File: src/rtl/data_mem_arb_pkg.sv
// Shared types for the two-requester data memory arbiter.
// Request bundle layout, ownership states and requester index type.
package data_mem_arb_pkg;

   localparam int unsigned DW = 32;

   typedef enum logic [1:0] {
      IDLE = 2'd0,
      OWN0 = 2'd1,
      OWN1 = 2'd2
   } arb_state_e;

   typedef logic req_idx_t;

   typedef struct packed {
      logic          we;
      logic          byte_op;
      logic [DW-1:0] addr;
      logic [DW-1:0] wd;
   } mem_req_t;

   function automatic req_idx_t other(input req_idx_t idx);
      return ~idx;
   endfunction

endpackage

File: src/rtl/data_mem_arbiter_if.sv
// Requester, response and memory-side signals of the data memory arbiter.
// master = requesters plus memory model, slave = arbiter.
interface data_mem_arbiter_if #(
   parameter int unsigned DATA_WIDTH = 32
);
   logic                  r0_req;
   logic                  r0_we;
   logic                  r0_byte_op;
   logic                  r0_lock;
   logic [DATA_WIDTH-1:0] r0_addr;
   logic [DATA_WIDTH-1:0] r0_wd;
   logic                  r0_gnt;
   logic                  r0_rvalid;
   logic [DATA_WIDTH-1:0] r0_rdata;

   logic                  r1_req;
   logic                  r1_we;
   logic                  r1_byte_op;
   logic                  r1_lock;
   logic [DATA_WIDTH-1:0] r1_addr;
   logic [DATA_WIDTH-1:0] r1_wd;
   logic                  r1_gnt;
   logic                  r1_rvalid;
   logic [DATA_WIDTH-1:0] r1_rdata;

   logic                  mem_we;
   logic                  mem_byte_op;
   logic [DATA_WIDTH-1:0] mem_addr;
   logic [DATA_WIDTH-1:0] mem_wd;
   logic [DATA_WIDTH-1:0] mem_rd;

   modport master (
      output r0_req, r0_we, r0_byte_op, r0_lock, r0_addr, r0_wd,
      input  r0_gnt, r0_rvalid, r0_rdata,
      output r1_req, r1_we, r1_byte_op, r1_lock, r1_addr, r1_wd,
      input  r1_gnt, r1_rvalid, r1_rdata,
      input  mem_we, mem_byte_op, mem_addr, mem_wd,
      output mem_rd
   );

   modport slave (
      input  r0_req, r0_we, r0_byte_op, r0_lock, r0_addr, r0_wd,
      output r0_gnt, r0_rvalid, r0_rdata,
      input  r1_req, r1_we, r1_byte_op, r1_lock, r1_addr, r1_wd,
      output r1_gnt, r1_rvalid, r1_rdata,
      output mem_we, mem_byte_op, mem_addr, mem_wd,
      input  mem_rd
   );

endinterface

File: src/rtl/data_mem_rr_pick.sv
// Two-way round-robin picker: one-hot grant, the side not granted last wins a tie.
// Purely combinational; no state.
module data_mem_rr_pick
   import data_mem_arb_pkg::*;
(
   input  logic [1:0] req,
   input  req_idx_t   last_gnt,
   output logic [1:0] gnt
);

   assign gnt[0] = req[0] & (~req[1] | last_gnt);
   assign gnt[1] = req[1] & (~req[0] | ~last_gnt);

endmodule

File: src/rtl/data_mem_arbiter.sv
// Round-robin arbiter sharing one data memory between r0 (LSU) and r1 (DMA), with bounded locking.
// Grant is combinational in the request cycle; load data returns registered one cycle later.
module data_mem_arbiter
   import data_mem_arb_pkg::*;
#(
   parameter int unsigned DATA_WIDTH   = 32,
   parameter int unsigned STARVE_LIMIT = 4
) (
   input  logic              clk_i,
   input  logic              rst_ni,
   data_mem_arbiter_if.slave bus
);

   localparam int unsigned CW = $clog2(STARVE_LIMIT + 1);

   arb_state_e            state_q, state_d;
   req_idx_t              last_gnt_q;
   logic [CW-1:0]         starve_cnt_q, starve_cnt_d;
   logic [1:0]            req, lock, rr_gnt, gnt, rvalid_q;
   req_idx_t              owner;
   logic                  own_act, starve_hit;
   mem_req_t              rq0, rq1, mem_req;
   logic [DATA_WIDTH-1:0] rdata0_q, rdata1_q;

   assign req  = {bus.r1_req,  bus.r0_req};
   assign lock = {bus.r1_lock, bus.r0_lock};
   assign rq0  = '{we: bus.r0_we, byte_op: bus.r0_byte_op, addr: bus.r0_addr, wd: bus.r0_wd};
   assign rq1  = '{we: bus.r1_we, byte_op: bus.r1_byte_op, addr: bus.r1_addr, wd: bus.r1_wd};

   // Ownership only matters while the owner still requests; otherwise fall back to round-robin.
   assign owner      = (state_q == OWN1);
   assign own_act    = (state_q != IDLE) && req[owner];
   assign starve_hit = own_act && req[other(owner)] && (starve_cnt_q == CW'(STARVE_LIMIT));

   data_mem_rr_pick u_pick (
      .req      (req),
      .last_gnt (last_gnt_q),
      .gnt      (rr_gnt)
   );

   always_ff @(posedge clk_i or negedge rst_ni) begin
      if (!rst_ni) begin
         state_q      <= IDLE;
         starve_cnt_q <= '0;
         last_gnt_q   <= 1'b1;
      end else begin
         state_q      <= state_d;
         starve_cnt_q <= starve_cnt_d;
         if (|gnt) last_gnt_q <= gnt[1];
      end
   end

   // The counter tracks consecutive locked beats taken while the other side is waiting.
   always_comb begin
      state_d      = IDLE;
      starve_cnt_d = '0;
      if ((|gnt) && lock[gnt[1]] && !starve_hit) begin
         state_d = gnt[1] ? OWN1 : OWN0;
         if (req[other(gnt[1])]) starve_cnt_d = starve_cnt_q + 1'b1;
      end
   end

   always_comb begin
      gnt = '0;
      if (!rst_ni) begin
         gnt = '0;
      end else if (own_act) begin
         if (starve_hit) gnt[other(owner)] = 1'b1;
         else            gnt[owner]        = 1'b1;
      end else begin
         gnt = rr_gnt;
      end
      mem_req = '0;
      if (gnt[0])      mem_req = rq0;
      else if (gnt[1]) mem_req = rq1;
   end

   always_ff @(posedge clk_i or negedge rst_ni) begin
      if (!rst_ni) begin
         rvalid_q <= '0;
         rdata0_q <= '0;
         rdata1_q <= '0;
      end else begin
         rvalid_q <= gnt & ~{bus.r1_we, bus.r0_we};
         if (gnt[0] && !bus.r0_we) rdata0_q <= bus.mem_rd;
         if (gnt[1] && !bus.r1_we) rdata1_q <= bus.mem_rd;
      end
   end

   assign bus.r0_gnt      = gnt[0];
   assign bus.r1_gnt      = gnt[1];
   assign bus.r0_rvalid   = rvalid_q[0];
   assign bus.r1_rvalid   = rvalid_q[1];
   assign bus.r0_rdata    = rdata0_q;
   assign bus.r1_rdata    = rdata1_q;
   assign bus.mem_we      = mem_req.we;
   assign bus.mem_byte_op = mem_req.byte_op;
   assign bus.mem_addr    = mem_req.addr;
   assign bus.mem_wd      = mem_req.wd;

endmodule

File: src/flat_wrapper.sv
// flat-port wrapper written by rule: the top's interface ports become plain ports
module data_mem_arbiter_flat import data_mem_arb_pkg::*;
#(
   parameter int unsigned DATA_WIDTH   = 32,
   parameter int unsigned STARVE_LIMIT = 4
)
  (clk_i, rst_ni, bus_r0_req, bus_r0_we, bus_r0_byte_op, bus_r0_lock, bus_r0_addr, bus_r0_wd, bus_r0_gnt, bus_r0_rvalid, bus_r0_rdata, bus_r1_req, bus_r1_we, bus_r1_byte_op, bus_r1_lock, bus_r1_addr, bus_r1_wd, bus_r1_gnt, bus_r1_rvalid, bus_r1_rdata, bus_mem_we, bus_mem_byte_op, bus_mem_addr, bus_mem_wd, bus_mem_rd);
  data_mem_arbiter_if #(.DATA_WIDTH(DATA_WIDTH)) bus_i ();
  input  logic clk_i;
  input  logic rst_ni;
  input wire logic [$bits(bus_i.r0_req)-1:0] bus_r0_req;
  input wire logic [$bits(bus_i.r0_we)-1:0] bus_r0_we;
  input wire logic [$bits(bus_i.r0_byte_op)-1:0] bus_r0_byte_op;
  input wire logic [$bits(bus_i.r0_lock)-1:0] bus_r0_lock;
  input wire logic [$bits(bus_i.r0_addr)-1:0] bus_r0_addr;
  input wire logic [$bits(bus_i.r0_wd)-1:0] bus_r0_wd;
  output wire logic [$bits(bus_i.r0_gnt)-1:0] bus_r0_gnt;
  output wire logic [$bits(bus_i.r0_rvalid)-1:0] bus_r0_rvalid;
  output wire logic [$bits(bus_i.r0_rdata)-1:0] bus_r0_rdata;
  input wire logic [$bits(bus_i.r1_req)-1:0] bus_r1_req;
  input wire logic [$bits(bus_i.r1_we)-1:0] bus_r1_we;
  input wire logic [$bits(bus_i.r1_byte_op)-1:0] bus_r1_byte_op;
  input wire logic [$bits(bus_i.r1_lock)-1:0] bus_r1_lock;
  input wire logic [$bits(bus_i.r1_addr)-1:0] bus_r1_addr;
  input wire logic [$bits(bus_i.r1_wd)-1:0] bus_r1_wd;
  output wire logic [$bits(bus_i.r1_gnt)-1:0] bus_r1_gnt;
  output wire logic [$bits(bus_i.r1_rvalid)-1:0] bus_r1_rvalid;
  output wire logic [$bits(bus_i.r1_rdata)-1:0] bus_r1_rdata;
  output wire logic [$bits(bus_i.mem_we)-1:0] bus_mem_we;
  output wire logic [$bits(bus_i.mem_byte_op)-1:0] bus_mem_byte_op;
  output wire logic [$bits(bus_i.mem_addr)-1:0] bus_mem_addr;
  output wire logic [$bits(bus_i.mem_wd)-1:0] bus_mem_wd;
  input wire logic [$bits(bus_i.mem_rd)-1:0] bus_mem_rd;
  assign bus_i.r0_req = bus_r0_req;
  assign bus_i.r0_we = bus_r0_we;
  assign bus_i.r0_byte_op = bus_r0_byte_op;
  assign bus_i.r0_lock = bus_r0_lock;
  assign bus_i.r0_addr = bus_r0_addr;
  assign bus_i.r0_wd = bus_r0_wd;
  assign bus_r0_gnt = bus_i.r0_gnt;
  assign bus_r0_rvalid = bus_i.r0_rvalid;
  assign bus_r0_rdata = bus_i.r0_rdata;
  assign bus_i.r1_req = bus_r1_req;
  assign bus_i.r1_we = bus_r1_we;
  assign bus_i.r1_byte_op = bus_r1_byte_op;
  assign bus_i.r1_lock = bus_r1_lock;
  assign bus_i.r1_addr = bus_r1_addr;
  assign bus_i.r1_wd = bus_r1_wd;
  assign bus_r1_gnt = bus_i.r1_gnt;
  assign bus_r1_rvalid = bus_i.r1_rvalid;
  assign bus_r1_rdata = bus_i.r1_rdata;
  assign bus_mem_we = bus_i.mem_we;
  assign bus_mem_byte_op = bus_i.mem_byte_op;
  assign bus_mem_addr = bus_i.mem_addr;
  assign bus_mem_wd = bus_i.mem_wd;
  assign bus_i.mem_rd = bus_mem_rd;
  data_mem_arbiter #(.DATA_WIDTH(DATA_WIDTH), .STARVE_LIMIT(STARVE_LIMIT)) u_core (.clk_i(clk_i), .rst_ni(rst_ni), .bus(bus_i));
endmodule
File: config.mk
export PLATFORM = sky130hd
export DESIGN_NAME = data_mem_arbiter_flat
export DESIGN_NICKNAME = d
export VERILOG_FILES = /design/src/rtl/data_mem_arb_pkg.sv /design/src/rtl/data_mem_arbiter_if.sv /design/src/rtl/data_mem_rr_pick.sv /design/src/rtl/data_mem_arbiter.sv /design/src/flat_wrapper.sv
export SDC_FILE = /design/constraint.sdc
export NUM_CORES = 1
export LEC_CHECK = 0
export CELL_PAD_IN_SITES_DETAIL_PLACEMENT = 0
export CELL_PAD_IN_SITES_GLOBAL_PLACEMENT = 1
export CORE_MARGIN = 2
export CORE_UTILIZATION = 24
export CTS_CLUSTER_DIAMETER = 40
export DETAILED_ROUTE_END_ITERATION = 8
export PLACE_DENSITY = 0.8
export RECOVER_POWER = 50
export SYNTH_ARGS = -nofsm -noshare
export SYNTH_HDL_FRONTEND = slang
export SYNTH_HIERARCHICAL = 1
export SYNTH_SLANG_ARGS = --single-unit
File: constraint.sdc
create_clock -name clk_i -period 3.8 [get_ports clk_i]
set_input_delay 1.14 -clock clk_i [delete_from_list [all_inputs] [get_ports clk_i]]
set_output_delay 1.14 -clock clk_i [all_outputs]
set_load 0.01 [all_outputs]
* Word-level counts from Yosys, hierarchy flattened
Cells that the tools add are included.
** Word-level totals
- Output and inout port bits :: 134
- Bits in registers :: 72
- Logic and storage cells :: 61
** Cells by class
- Reduce and logical (&&, ||, !) cells :: 14
- $add $sub $neg :: 1
- Magnitude comparators :: 6
- Multiplexer cells :: 21
- Equality and inequality tests :: 2
- Bitwise operators :: 11
** Operators by type and width (number)
- two-way mux 66 bit :: 2
- two-way mux 1 bit :: 10
- two-way mux 2 bit :: 5
- logical AND 1 bit :: 9
- < comparator 1 x 2 -> 1 bit (second input constant) :: 4
- two-way mux 3 bit :: 2
- NOT 1 bit :: 5
- adder 3 x 1 -> 3 bit (second input constant) :: 1
- == test 3 bit (second input constant) :: 1
- zero test 1 bit :: 3
- bitwise AND 1 bit :: 2
- bitwise AND 2 bit :: 1
- demux 1 bit (select 1 bit) :: 2
- == test 2 bit (second input constant) :: 1
- >= comparator 1 bit (second input constant) :: 2
- NOT 2 bit :: 1
- OR 1 bit :: 2
- nonzero test 2 bit :: 1
- OR reduction 2 bit :: 1

* Logic depth before layout (Yosys ltp)
Gate-level depths: netlist (run 1).
- Depth after elaboration :: 14
- Depth in mapped cells :: 9

* By module
The synthesis (run 1) kept the hierarchy.
** Modules (own cells, without submodules)
- data_mem_arbiter :: area each 3975.1 sq um, seq. area each 1803.0 sq um, cells an instance 344, times used 1
- data_mem_rr_pick :: area each 18.8 sq um, seq. area each 0.0 sq um, cells an instance 3, times used 1

* Worst setup path before layout (run 1)
No wires, ideal clock.
- Kind :: input to output
- From :: in bus_r1_req
- To :: out bus_mem_addr[0]
- Path slack :: 0.242 ns
- Data arrival time :: 2.418 ns
- Data required time :: 2.660 ns
- Stages :: 7
- Path buffers :: 3
- Cell sequence :: and3_1 -> buf_2 -> mux2_4 -> buf_4 -> clkbuf_1 -> nand3_1 -> o2bb2ai_1
** Between the ends
- Cells in the longest elaborated chain, start to end :: 10
** RTL lines
- start, declared :: RTL line flat_wrapper.sv:20 : input wire logic [$bits(bus_i.r1_req)-1:0] bus_r1_req;
- two-way mux 1 bit (not written as such) (2 in series) :: RTL line data_mem_arbiter.sv:32 : assign own_act = (state_q != IDLE) && req[owner];
- logical AND 1 bit :: RTL line data_mem_arbiter.sv:32
- logical AND 1 bit (2 in series) :: RTL line data_mem_arbiter.sv:33 : assign starve_hit = own_act && req[other(owner)] && (starve_cnt_q == CW'(STARVE_LIMIT));
- two-way mux 2 bit :: RTL line data_mem_arbiter.sv:68 : if (starve_hit) gnt[other(owner)] = 1'b1;
- two-way mux 2 bit * :: RTL line data_mem_arbiter.sv:67 : end else if (own_act) begin
- two-way mux 2 bit * :: RTL line data_mem_arbiter.sv:65 : if (!rst_ni) begin
- two-way mux 66 bit :: RTL line data_mem_arbiter.sv:75 : else if (gnt[1]) mem_req = rq1;
- two-way mux 66 bit * :: RTL line data_mem_arbiter.sv:74 : if (gnt[0]) mem_req = rq0;
- end, declared :: RTL line flat_wrapper.sv:31 : output wire logic [$bits(bus_i.mem_addr)-1:0] bus_mem_addr;
Mark *: on every way between the ends. The rest lies on a longest branch, timed or not. The select of a mux whose other input is x is not followed.

* Worst setup path in the final report (run 1)
- From :: in bus_r1_req
- To :: out bus_mem_addr[4]
Same word-level chain as after synthesis.

==> metrics, run 1 <==
TritonCTS clock tree built; number of diodes 0; power per standard cell area around 430 nW/um^2; CP max stage delay 290 ps; post-synth cell types 35; Port Buffer Count slightly above 300; nets 836; leading post-synthesis cells by cell area dfrtp_1 (44%), mux2_2 (17%), o2bb2ai_1 (14%); Hold Crit Class reg2reg; Net Count, Synth between 500 and 600; Setup TNS 0 ps; Startpoint Class input pin; Final Cycle Share between 90% and 100%; Bufs on Longest Clock Path 2; final worst path period need around 3700 ps; final hold violation count 0; number of synthesized register bits around 70; internal reg-to-reg setup slack 1440 ps; total global routing overflow 0; worst-path fanout max 18; FF-to-FF path depth 8; post-DP HPWL roughly 12 mm; post-DR wirelength/cell 18.3 um; flip-flop and latch area approximately 1800 sq um; Setup Viol. Count Final 0; share of the synthesized area in the top cell type 44.5%; Syn Inst Count 347; Mapped Area approximately 4000 sq um; Leak between 0.003 and 0.004 uW; CP delay by family, top buffers and inverters; # Max-Cap Violations 1; vias in the first global route roughly 4400; worst slew pin tran 1790 ps; Yosys top cell by area dfrtp_1; final clock skew about 8.6 ps; total CTS buffers 9; detailed-route via count between 4000 and 5000; hold wc startpoint u_core/bus.r1_rdata[30]; Buf/Inv on CP 5; Worst-path clk slew around 60 ps; crit-path cells buf_2 > buf_4 > nand3b_1 > nand4_1 > buf_4 > nand2_8 > buf_12 > o2bb2ai_1 > dlygate4sd2_1; first-pass GRT wire length 24.7 mm; largest net degree at the start of global routing 36; r2r endpoint u_core/bus.r1_rdata[22]; multi-input logic area between 2000 and 2500 sq um; share of layout cells above drive strength 1 between 20% and 30%; post-synthesis sequential area ratio 45.1%; Initial Util between 20% and 30%; All-Layer GR Usage roughly 18%; CTS Sinks 72; Mean Syn Cell Area 11.5 sq um; critical path capture point type output port; Hold Path Stages 1; clock root cell clkbuf_16; Reg2Reg Launch Point u_core/starve_cnt_q[0]; WL final 16.2 mm; IO Count 304; Crit path arrival time about 2600 ps; detail-routed via count per cell roughly 4.8; Hold Path End u_core/bus.r1_rdata[30]; initial antenna violation count 0; post-route ant nets 0; Die X about 130 um; FILL cells around 1500; fmax approximately 270 MHz; Hold WS 505 ps; drt drc 0; H-tree levels 3; drt first pass iters 4; Rel. slew slack -19.5%; Final Max Slew Viols 34; worst endpoint required time 2660 ps; Slowest-stage cell, CP dlygate4sd2_1; Die Ht 133 um; Cell Rows 47; worst skew pair latency between 300 and 400 ps; WS Path Type in2out; outcome complete, but fails checks; most frequent CP cell buf_4; total die area between 15000 and 20000 sq um; Placer Congestion a little over 1; CORE AREA around 16000 sq um; DRT iter0 DRCs 176; failing checks capacitance limit, slew limit; Yosys warning count 6; VDD IR-drop max 0.372 mV; synthesis-to-finish area growth 97.6%
==> cells in the mapped netlist <==
master and number:
a2111oi_4 2, a211oi_1 1, a21bo_2 1, a21boi_0 1, a21boi_1 1, a21oi_4 1, a2bb2oi_1 1, and3_1 1
and3b_1 2, and4b_1 1, buf_1 2, buf_2 15, buf_4 6, buf_6 3, clkbuf_1 10, dfrtp_1 71
dfstp_2 1, ha_1 2, inv_1 5, mux2_1 3, mux2_2 62, mux2_4 1, nand2_1 6, nand3_1 69
nand3_2 1, nand3b_1 3, nand4_1 1, nand4b_1 1, nand4b_4 1, nor2_1 1, nor2b_1 2, o21a_1 1
o21ai_0 1, o2bb2ai_1 66, xnor2_1 1
==> cells in the final DEF, fill, tap and decap left out, types with 2 or more instances in the layout <==
| cell type | instances |
|---|---|
| a2111oi_4 | 2 |
| and3b_1 | 2 |
| buf_12 | 11 |
| buf_16 | 3 |
| buf_2 | 19 |
| buf_4 | 20 |
| clkbuf_16 | 10 |
| clkbuf_2 | 3 |
| clkdlybuf4s15_1 | 9 |
| clkdlybuf4s15_2 | 15 |
| clkdlybuf4s50_1 | 232 |
| clkinvlp_4 | 2 |
| dfrtp_1 | 71 |
| dlygate4sd2_1 | 25 |
| ha_1 | 2 |
| inv_1 | 5 |
| mux2_1 | 3 |
| mux2_2 | 61 |
| mux2_4 | 2 |
| nand2_1 | 5 |
| nand3_1 | 69 |
| nand3b_1 | 3 |
| nor2b_1 | 2 |
| o2bb2ai_1 | 63 |
| o2bb2ai_2 | 3 |
==> through the flow <==
stage | setup WS [ps] | area, sq um | power [uW] | util, % | instances
final | 76.9 | 7890 | 3420 | 48.1 | 889
after global routing | -1.33 | 7890 | 3600 | 48.1 | 889
after CTS | -47.0 | 7910 | 3460 | 48.2 | 886
after detailed placement | -784 | 7390 | 2560 | 45.1 | 861
after global placement | -681 | 7390 | 2530 | 45.1 | 861
after floorplan | 242 | 3990 | 1640 | - | 347
==> sequential cells by signal, summed over array words and instances (netlist names) <==
register             count
u_core/bus.r0_rdata     32
u_core/bus.r1_rdata     32
u_core/last_gnt_q        1
u_core/rvalid_q          2
u_core/starve_cnt_q      3
u_core/state_q           2
==> worst register-to-register path: cells and delay by family (launching register included) <==
| family | cells | cell delay (ps) |
|---|---|---|
| mux | 2 | 740 |
| simple gates | 2 | 250 |
| buf+inv | 3 | 640 |
| fa+ha+maj | 1 | 190 |
| flops | 1 | 420 |
==> power by group <==
| group | switching [uW] | total, uW | internal [uW] |
|---|---|---|---|
| Combinational | 561 | 1460 | 898 |
| Clock | 339 | 854 | 514 |
| Sequential | 120 | 1110 | 990 |
| Total | 1020 | 3420 | 2400 |
==> worst max path at each step <==
| stage | from | to | slack [ps] | cells past startpoint |
|---|---|---|---|---|
| detailed placement | bus_r0_req | bus_mem_wd[24] | -780 | 7 |
| global placement | bus_r0_req | bus_mem_wd[24] | -680 | 7 |
| global route | bus_r1_req | bus_mem_wd[31] | -1 | 9 |
| CTS | bus_r1_req | bus_mem_addr[10] | -50 | 9 |
| floorplan | bus_r1_req | bus_mem_addr[0] | 240 | 7 |
| finish | bus_r1_req | bus_mem_addr[4] | 80 | 9 |
==> repair_timing <==
action,4_1_cts,5_1_grt
pin swaps,2,2
hold buffers,0,0
endpoints found under the setup margin,68,67
gates cloned,4,1
setup buffers,5,2
resized for setup,174,23
==> layout make-up <==
class	instances	share of cell area (%)
clock buffers	9	2.85
repair buffers	342	43.7
inverters	5	0.238
multi-input cells	234	25.8
clock inverters	7	0.999
flip-flops and latches	72	22.8
well taps	220	3.49
==> cell families after synthesis <==
| family | Yosys count | synth area share [%] |
|---|---|---|
| AND/OR/NAND/NOR | 89 | 12.2 |
| adder cells (fa/ha/maj) | 2 | 0.626 |
| multiplexers | 66 | 18.7 |
| buffers and inverters | 41 | 5.45 |
| XOR/XNOR | 1 | 0.219 |
| flip-flops | 72 | 45.1 |
| AO/OA/AOI/OAI | 76 | 17.6 |
==> per-layer routing <==
layer	vias to the layer above	part of all wire (%)	track usage, %
met4	0	1.7	5.14
met3	25	9.6	6.44
met2	196	52	31.8
met1	2070	37	19.4
li1	1959	-	-
met5	-	0	0
Power figures use the tool's default switching activity.
==> run 2: changes to the inputs <==
--- a/config.mk
+++ b/config.mk
@@ -5,6 +5,7 @@
 export SDC_FILE = /design/constraint.sdc
 export NUM_CORES = 1
 export LEC_CHECK = 0
+export CAP_MARGIN = 20
 export CELL_PAD_IN_SITES_DETAIL_PLACEMENT = 0
 export CELL_PAD_IN_SITES_GLOBAL_PLACEMENT = 1
 export CORE_MARGIN = 2
@@ -13,6 +14,7 @@
 export DETAILED_ROUTE_END_ITERATION = 8
 export PLACE_DENSITY = 0.8
 export RECOVER_POWER = 50
+export SETUP_SLACK_MARGIN = 0.1
 export SYNTH_ARGS = -nofsm -noshare
 export SYNTH_HDL_FRONTEND = slang
 export SYNTH_HIERARCHICAL = 1
==> metrics, run 2 (synthesis gave the netlist of run 1 again) <==
Combinational Power Share 41.6%; outcome complete, but fails checks; vias in the first global route between 4000 and 5000; VDD IR-drop max approximately 0.37 mV; Die X 133 um; Hold Path End u_core/bus.r1_rdata[30]; post-route ant nets 0; worst slew pin tran ~1800 ps; Bufs on Longest Clock Path 2; final worst path period need 3640 ps; commonest non-fill, non-tap cell in the layout clkdlybuf4s50_1; first-pass GRT wire length 24.8 mm; worst endpoint required time roughly 2700 ps; largest net degree at the start of global routing 36; H-tree levels 3; number of diodes 0; Rel. slew slack -20.5%; Leak around 0.0034 uW; GRT Max-Usage Layer met2; Setup TNS 0 ps; Net Sw Frac between 30% and 40%; Hold Path Stages 1; Hold Crit Class reg2reg; grt met3 use under 10%; most frequent CP cell buf_12; initial antenna violation count 0; NetSw around 1000 uW; WS Path Type in2out; # Max-Cap Violations 1; CORE AREA roughly 16000 sq um; final clock skew 8.82 ps; Setup Viol. Count Final 0; part of the total power dissipated in the clock network approximately 26%; total global routing overflow 0; FF-to-FF path depth 9; CP max stage delay between 300 and 400 ps; detail-routed via count per cell 4.85; Placer Congestion around 1.0; All-Layer GR Usage roughly 18%; post-DR wirelength/cell 18.5 um; Worst-path clk slew ~60 ps; Buf/Inv on CP 5; internal reg-to-reg setup slack about 960 ps; total die area ~18000 sq um; CTS Sinks a little over 70; fmax approximately 270 MHz; final hold violation count 0; detailed-route via count between 4000 and 5000; pre-CTS setup slack -784 ps; met1 Usage GRT roughly a fifth; worst skew pair latency ~340 ps; Initial Util 24.3%; Final Max Slew Viols 34; Hold WS roughly 500 ps; RSZ-0062 raised after global routing no; critical path capture point type output port; TritonCTS clock tree built; hold wc startpoint u_core/bus.r1_rdata[30]; post-DP HPWL ~12 mm; Reg power frac about a third; Die Ht roughly 130 um; drt first pass iters 6; final setup margin approximately 160 ps; Crit path arrival time roughly 2500 ps; met2 Track Usage GR a little under a third; synthesis-to-finish area growth 95.0%; Final Cycle Share 95.7%; Port Buffer Count just over 300; IO Count between 300 and 400; WL final ~17 mm; drt drc 0; CP delay by family, top buffers and inverters; DRT iter0 DRCs around 200; r2r endpoint u_core/bus.r0_rdata[12]; nets between 800 and 900; total CTS buffers 9; Startpoint Class input pin; Final Non-Filler Cells ~900; Internal 2320 uW; Reg2Reg Launch Point u_core/last_gnt_q; Cell Rows 47; worst-path fanout max 13; most frequent cells in the layout clkdlybuf4s50_1 (170), dfrtp_1 (71), nand3_1 (69); clock root cell clkbuf_16; Slowest-stage cell, CP mux2_4; crit-path cells buf_4 > and3_4 > mux2_4 > nand3_4 > buf_12 > buf_12 > inv_1 > dlygate4sd2_1; failing checks capacitance limit, slew limit; share of layout cells above drive strength 1 a little under a third; power per standard cell area between 400 and 500 nW/um^2; placed cells 861
## run 2: final cells by class
class	count	area [sq um]
clock inverter	7	78.8
timing repair buffer	351	3330
sequential	72	1800
tap	220	275
fill	1479	8620
clock buffer	9	225
multi-input combinational	234	2060
inverter	5	18.8
## run 2: worst max-delay path by stage
stage               start                to  slack [ps]  cells after the start
2_1_floorplan  bus_r1_req   bus_mem_addr[0]         240                      7
3_3_place_gp   bus_r0_req    bus_mem_wd[24]        -680                      7
3_5_place_dp   bus_r0_req    bus_mem_wd[24]        -780                      7
4_1_cts        bus_r1_req    bus_mem_wd[24]          20                      8
5_1_grt        bus_r1_req  bus_mem_addr[19]         100                      9
6_report       bus_r1_req        bus_r1_gnt         160                      8
## run 2: repair_timing
item / CTS / global route
cloned: 5 / 2
pin swaps: 3 / 3
hold buffers: 0 / 0
buffers inserted: 11 / 3
endpoints found under the setup margin: 68 / 68
gates resized for setup: 286 / 21
## run 2: metal layers
| metal | up-vias | wire, um |
|---|---|---|
| met4 | 0 | 420 |
| li1 | 1982 | - |
| met3 | 35 | 1530 |
| met1 | 2119 | 6150 |
| met5 | - | 0 |
| met2 | 219 | 8530 |
## run 2: metrics by stage
stage | cell area [sq um] | util [%] | total power [uW]
floorplan | 3990 | - | 1640
global placement | 7390 | 45.1 | 2530
detailed placement | 7390 | 45.1 | 2560
CTS | 7780 | 47.4 | 3460
global route | 7790 | 47.5 | 3520
finish | 7790 | 47.5 | 3340
## run 2: power groups by stage
stage,Sequential (uW),Combinational [uW],Clock [uW]
6_report,1100,1390,855
3_3_place_gp,1110,1420,0
4_1_cts,1110,1470,880
2_1_floorplan,1210,428,0
5_1_grt,1130,1480,914
3_5_place_dp,1120,1440,0
